===== config.mk =====
export PLATFORM = sky130hd
export DESIGN_NAME = strip_sha_trailer
export DESIGN_NICKNAME = d
export VERILOG_FILES = /design/src/rtl/strip_sha_trailer.sv
export SDC_FILE = /design/constraint.sdc
export NUM_CORES = 1
export LEC_CHECK = 0
export ABC_AREA = 1
export BUFFER_PORTS_ARGS = -buffer_cell sky130_fd_sc_hd__buf_2
export CORE_AREA = 10 10 707 709
export CTS_BUF_LIST = sky130_fd_sc_hd__clkbuf_16
export CTS_CLUSTER_DIAMETER = 50
export DETAILED_ROUTE_END_ITERATION = 12
export DIE_AREA = 0 0 717 719
export RECOVER_POWER = 100
export SLEW_MARGIN = 25
export SYNTH_ARGS = -nofsm -noshare
export SYNTH_HDL_FRONTEND = slang
export SYNTH_SLANG_ARGS = --single-unit

===== constraint.sdc =====
create_clock -name aclk -period 36.7 [get_ports aclk]
set_clock_uncertainty 0.2 [all_clocks]
set_input_delay 3.67 -clock aclk [delete_from_list [all_inputs] [get_ports aclk]]
set_output_delay 3.67 -clock aclk [all_outputs]
set_load 0.02 [all_outputs]

===== src/rtl/strip_sha_trailer.sv =====
// Splits each packet into payload beats (re-terminated on the last payload beat) and a 512-bit trailer beat.
// Payload beat leaves one cycle after the next beat of its packet is accepted; the input stalls unless both outputs can take a beat.
module strip_sha_trailer #(
   parameter  int DATA_BITS = 512,
   parameter  int ID_BITS   = 6,
   localparam int KEEP_BITS = DATA_BITS / 8
) (
   input  logic                 aclk,
   input  logic                 areset,
   input  logic [DATA_BITS-1:0] s_axis_tdata,
   input  logic [KEEP_BITS-1:0] s_axis_tkeep,
   input  logic [ID_BITS-1:0]   s_axis_tid,
   input  logic                 s_axis_tlast,
   input  logic                 s_axis_tvalid,
   output logic                 s_axis_tready,
   output logic [DATA_BITS-1:0] m_data_tdata,
   output logic [KEEP_BITS-1:0] m_data_tkeep,
   output logic [ID_BITS-1:0]   m_data_tid,
   output logic                 m_data_tlast,
   output logic                 m_data_tvalid,
   input  logic                 m_data_tready,
   output logic [DATA_BITS-1:0] m_sig_tdata,
   output logic [KEEP_BITS-1:0] m_sig_tkeep,
   output logic [ID_BITS-1:0]   m_sig_tid,
   output logic                 m_sig_tlast,
   output logic                 m_sig_tvalid,
   input  logic                 m_sig_tready,
   output logic [31:0]          pkt_count,
   output logic [15:0]          runt_count,
   output logic [15:0]          tid_err_count
);

   logic                 r_h_v;
   logic [DATA_BITS-1:0] r_h_data;
   logic [KEEP_BITS-1:0] r_h_keep;
   logic [ID_BITS-1:0]   r_h_tid;

   logic                 r_d_v;
   logic [DATA_BITS-1:0] r_d_data;
   logic [KEEP_BITS-1:0] r_d_keep;
   logic [ID_BITS-1:0]   r_d_tid;
   logic                 r_d_last;

   logic                 r_s_v;
   logic [DATA_BITS-1:0] r_s_data;
   logic [KEEP_BITS-1:0] r_s_keep;
   logic [ID_BITS-1:0]   r_s_tid;

   logic [31:0]          r_pkt_count;
   logic [15:0]          r_runt_count;
   logic [15:0]          r_tid_err_count;

   logic                 w_d_free;
   logic                 w_s_free;
   logic                 w_acc;
   logic                 w_d_load;
   logic                 w_s_load;

   // Ready is deliberately combinational from both downstream readies.
   assign w_d_free      = !r_d_v | m_data_tready;
   assign w_s_free      = !r_s_v | m_sig_tready;
   assign s_axis_tready = w_d_free & w_s_free & !areset;
   assign w_acc         = s_axis_tvalid & s_axis_tready;
   assign w_d_load      = w_acc & r_h_v;
   assign w_s_load      = w_acc & s_axis_tlast;

   always_ff @(posedge aclk or posedge areset) begin
      if (areset) begin
         r_h_v           <= 1'b0;
         r_d_v           <= 1'b0;
         r_s_v           <= 1'b0;
         r_pkt_count     <= 32'd0;
         r_runt_count    <= 16'd0;
         r_tid_err_count <= 16'd0;
      end else begin
         if (w_acc)
            r_h_v <= !s_axis_tlast;

         if (w_d_load)
            r_d_v <= 1'b1;
         else if (m_data_tready)
            r_d_v <= 1'b0;

         if (w_s_load)
            r_s_v <= 1'b1;
         else if (m_sig_tready)
            r_s_v <= 1'b0;

         if (w_s_load)
            r_pkt_count <= r_pkt_count + 32'd1;
         if (w_s_load && !r_h_v && (r_runt_count != 16'hFFFF))
            r_runt_count <= r_runt_count + 16'd1;
         if (w_d_load && (s_axis_tid != r_h_tid) && (r_tid_err_count != 16'hFFFF))
            r_tid_err_count <= r_tid_err_count + 16'd1;
      end
   end

   // Datapath registers carry no reset; their contents are ignored while the matching valid is low.
   always_ff @(posedge aclk) begin
      if (w_acc && !s_axis_tlast) begin
         r_h_data <= s_axis_tdata;
         r_h_keep <= s_axis_tkeep;
         r_h_tid  <= s_axis_tid;
      end
      if (w_d_load) begin
         r_d_data <= r_h_data;
         r_d_keep <= r_h_keep;
         r_d_tid  <= r_h_tid;
         r_d_last <= s_axis_tlast;
      end
      if (w_s_load) begin
         r_s_data <= s_axis_tdata;
         r_s_keep <= s_axis_tkeep;
         r_s_tid  <= s_axis_tid;
      end
   end

   assign m_data_tdata  = r_d_data;
   assign m_data_tkeep  = r_d_keep;
   assign m_data_tid    = r_d_tid;
   assign m_data_tlast  = r_d_last;
   assign m_data_tvalid = r_d_v;

   assign m_sig_tdata   = r_s_data;
   assign m_sig_tkeep   = r_s_keep;
   assign m_sig_tid     = r_s_tid;
   assign m_sig_tlast   = 1'b1;
   assign m_sig_tvalid  = r_s_v;

   assign pkt_count     = r_pkt_count;
   assign runt_count    = r_runt_count;
   assign tid_err_count = r_tid_err_count;

endmodule


# Word-level counts from Yosys, hierarchy flattened
# Index checks and enable logic that the tools add are counted.
totals:
  register_bits: 1814
  inputBits: 588
  output_inout_bits: 1233
  elab_cells: 45
op_classes:
  n_addsub: 3
  n_eq_ne: 3
  muxes: 4
  n_bitwise: 7
  n_reduce_logical: 12
op_table:
  columns: ["cell", "count"]
  rows:
  - ["16-bit by 1-bit adder with 16-bit output, second input constant", 2]
  - ["32-bit by 1-bit adder with 32-bit output, second input constant", 1]
  - ["16-bit inequality test, second input constant", 2]
  - ["6-bit inequality test", 1]
  - ["1-bit AND", 5]
  - ["1-bit logical AND", 5]
  - ["1-bit zero test", 5]
  - ["1-bit 2-to-1 mux", 4]
  - ["2-bit nonzero test", 2]
  - ["1-bit bitwise OR", 2]

# Depth between registers and ports, before layout
depth:
  depth_word: 8
  mapped_depth: 10
  ltp_nobuf: 10

# Worst setup path before layout
# OpenSTA, ideal clock, no wires.
synth_timing:
  kind: "input port to flip-flop"
  startpoint: "input areset"
  endpoint: "register r_h_data[0] (enable)"
  setup_ns: 1.545
  arrival_ns: 29.011
  required_time_ns: 34.955
  path_slack_ns: 5.944
  cell_stages: 3
  n_path_buf: 0
  path_cell_list: "inv_2 > nand4_4 > nor2_1"
synth_between:
  elab_chain_len: 4
synth_rtl:
  columns: ["item", "line", "text"]
  rows:
  - ["from (decl)", "9", "input logic areset,"]
  - ["1-bit zero test (no line)", null, null]
  - ["1-bit AND", "62", "assign s_axis_tready = w_d_free & w_s_free & !areset;"]
  - ["1-bit AND", "63", "assign w_acc = s_axis_tvalid & s_axis_tready;"]
  - ["1-bit logical AND", "100", "if (w_acc && !s_axis_tlast) begin"]
  - ["to (signal assigned)", "101", "r_h_data <= s_axis_tdata;"]
  - ["to (decl)", "34", "logic [DATA_BITS-1:0] r_h_data;"]
# No other way between the ends.
# A chain may end at the register's enable or synchronous reset.

# Worst setup path in the final report
layout_timing:
  startpoint: "input areset"
  endpoint: "register r_s_data[87] (netlist: m_sig_tdata[87]) (enable)"
layout_between:
  elab_chain_len: 4
layout_rtl:
  columns: ["item", "line", "text"]
  rows:
  - ["1-bit zero test (no line)", null, null]
  - ["1-bit AND", "62", null]
  - ["1-bit AND", "63", null]
  - ["1-bit AND", "65", "assign w_s_load = w_acc & s_axis_tlast;"]
  - ["to (signal assigned)", "112", "r_s_data <= s_axis_tdata;"]
  - ["to (decl)", "45", "logic [DATA_BITS-1:0] r_s_data;"]
# No other way between the ends.

==> flow_metrics.py <==
metrics = {
    "power": {
        "comb_power_share_pct": 5.6,
        "p_per_area_nw_per_um2": 61.1,
        "p_sw_mw": 1.21,
        "internal_power_mw": 3.62,
        "sw_frac_of_total_pct": 25.1,
        "pwr-share-seq_pct": 50.0,
        "power_leakage_nw": 24.0,
        "pwr-share-clk_pct": 44.4,
        "ir_drop_v": 0.0000384,
    },
    "critical_path": {
        "cp.required_ns": 36.97,
        "start_kind": "primary input",
        "end_kind": "register",
        "critPathMaxFanout": 65,
        "ff2ff_setup_slack_ns": 20.19,
        "startpoint": "areset",
        "crit_end": "m_sig_tdata[87]",
        "criticalPathCategory": "primary input to register",
        "worstRegToRegCells": 9,
        "r2r-end": "m_sig_tdata[87]",
        "r2r-start": "m_sig_tvalid",
        "arrival_ns": 20.20,
    },
    "yosys": {
        "synth_top_cell_area_share_pct": 93.2,
        "ys_ff_latch": 1814,
        "ys_seq_area_share_pct": 96.1,
        "syn-cell-area_um2": 56300,
        "synth_ff_type": "edfxtp_1",
        "synth_warnings": 0,
        "syn_nets": 2857,
        "ys_async_sr_fraction_pct": 3.69,
        "yosysUniqueCellTypes": 27,
        "syn_inst": 2266,
        "synthTopCellsByArea": "edfxtp_1 (93%), dfrtp_1 (3.0%), nand2_1 (1.4%)",
        "synth_area_leader_cell": "edfxtp_1",
        "synth.most_common_cell": "edfxtp_1",
        "syn_area_per_cell_um2": 24.9,
        "netlist_top_cells_count": "edfxtp_1 (1747), nand2_1 (207), nor2_1 (69)",
        "synth_edf_count": 1747,
    },
    "cts": {
        "htreeDepth": 4,
        "cts_setup_buffers": 0,
        "cts_buffers": 223,
        "tritoncts": "yes",
        "cts-resized-gates": 0,
        "cts_buffer_depth": 4,
        "hold_buffers": 0,
        "clk_latency_ns": 0.93,
        "cts_root_buf": "clkbuf_16",
        "path_clk_slew_ns": 0.06,
        "cts_sinks": 1814,
    },
    "drt": {
        "routed_wl_um": 377000,
        "routed_via_density": 3.03,
        "drtIter0Drc": 3901,
        "first_pass_iters": 6,
        "antenna_left": 0,
        "vias": 33740,
        "drc": 0,
        "routedWlPerCell_um": 33.8,
    },
    "worst_hold_path": {
        "holdPathStages": 0,
        "hp-class": "register to register",
        "hold_start": "r_h_data[135]",
    },
    "floorplanning": {
        "fp.dieW_um": 717,
        "initial_utilization_pct": 11.6,
        "core-area_um2": 485000,
        "core.rowCount": 256,
        "dieArea_um2": 516000,
        "io_pins": 1821,
        "die_y_um": 719,
    },
    "timing": {
        "finalHoldViolCount": 0,
        "maxSlewViolCount": 1889,
        "setup_viol": 0,
        "worst_pin_slew_ns": 5.90,
        "post-route-min-period_ns": 19.93,
        "hold_ws_ns": 0.176,
        "clock.fmax_mhz": 50.2,
        "period_share_pct": 54.3,
        "slew-limit-headroom_pct": -293,
        "tns_ns": 0,
        "rsz0062_at_grt": "false",
    },
    "global_routing": {
        "grt_pass1_wl_um": 444000,
        "grt.overflow.total": 0,
        "antenna_found_initial": 398,
        "first_global_vias": 31693,
        "grtUsageTotal_pct": 13.9,
        "grt_start_max_net_pins": 94,
    },
    "run_status": {
        "violations": "max-capacitance violations, max-slew violations",
        "status": "finished with violations",
    },
    "cells_and_area": {
        "final_core_util_pct": 16.3,
        "drive_above_1_share_pct": 9.72,
        "nets": 4928,
        "stdcell_count": 11131,
        "syn_to_final_growth_pct": 40.3,
        "fillCellCount": 53475,
    },
    "place": {
        "dpl.cell_count": 10562,
        "io_buffer_count": 1819,
        "gp_congestion": 0.965,
        "place_hpwl_um": 328000,
    },
    "flow_run": {
        "drv_cap": 38,
    },
}
==> metrics by stage <==
step	setup slack, ns	cell area [µm²]	power, mW
2_1_floorplan	5.94	56300	2.60
3_3_place_gp	26.78	73700	2.75
3_5_place_dp	26.67	73700	2.75
4_1_cts	27.70	81000	4.91
5_1_grt	15.23	78700	5.00
6_report	16.77	79000	4.83
==> registers in the layout, summed over array words and instances, names as in the netlist, 6 cells and up <==
| signal | flops |
|---|---|
| r_h_tid | 6 |
| m_sig_tdata | 512 |
| pkt_count | 32 |
| runt_count | 16 |
| r_h_data | 512 |
| m_data_tid | 6 |
| m_sig_tkeep | 64 |
| r_h_keep | 64 |
| m_sig_tid | 6 |
| m_data_tkeep | 64 |
| m_data_tdata | 512 |
| tid_err_count | 16 |
==> critical path, stage by stage <==
cell,delay (ns)
buf_2,0.09
inv_1,0.85
nand4_1,0.46
nor2_1,2.77
clkbuf_1,1.59
clkbuf_1,1.66
clkbuf_1,1.52
clkbuf_1,2.98
clkbuf_1,2.07
clkbuf_1,2.20
==> worst min path at each step <==
stage | slack, ns | end
global route | 0.18 | m_data_tdata[117]
CTS | 0.18 | m_data_tdata[117]
floorplan | 0.20 | m_data_tdata[0]
finish | 0.18 | m_data_tdata[135]
detailed placement | 0.20 | m_data_tdata[106]
global placement | 0.20 | m_data_tdata[319]
==> cell usage in the layout (no fill, tap or decap), drive strengths merged, types with 3 or more instances in the layout <==
master / count
xor2: 20
diode: 155
nand4: 11
inv: 116
bufinv: 9
nand2: 212
ha: 3
dfrtp: 67
clkinvlp: 13
buf: 91
edfxtp: 1747
nor3: 6
nand3b: 3
clkbuf: 1986
xnor2: 29
nor2: 75
clkinv: 98
nand3: 27
o21ai: 10
==> power groups by stage <==
stage | sequential (mW) | combinational (mW) | clock, mW
6_report | 2.41 | 0.271 | 2.14
5_1_grt | 2.42 | 0.288 | 2.29
4_1_cts | 2.40 | 0.304 | 2.20
3_5_place_dp | 2.45 | 0.303 | 0
3_3_place_gp | 2.44 | 0.302 | 0
2_1_floorplan | 2.55 | 0.0465 | 0
==> layer usage <==
metal	up-vias	global-route usage [%]	share of wire, %
li1	13193	-	-
met1	16639	14.8	34
met2	2675	21.0	42
met3	997	11.4	20
met4	236	3.06	3.7
met5	-	0	0.44
==> cells by family (layout without fill, tap and decap cells) <==
logic type | count (synthesis) | count (layout) | share of synthesized area [%]
compound gates | 12 | 12 | 0.136
xor+xnor | 49 | 49 | 0.762
fa+ha+maj | 3 | 3 | 0.0667
buf+inv | 53 | 2313 | 0.395
flops | 1814 | 1814 | 96.1
other cells | 1 | 156 | 0.00666
simple gates | 334 | 334 | 2.50
==> cell type report <==
class	instances	area [µm²]	share of cell area (%)
antenna	155	388	0.491
clock buffer	224	5610	7.09
clock inverter	190	1660	2.10
inverter	46	173	0.219
multi-input combinational	399	1910	2.41
sequential	1814	54100	68.5
tap	6450	8070	10.2
timing repair buffer	1853	7070	8.95
Power figures use the tool's default switching activity.
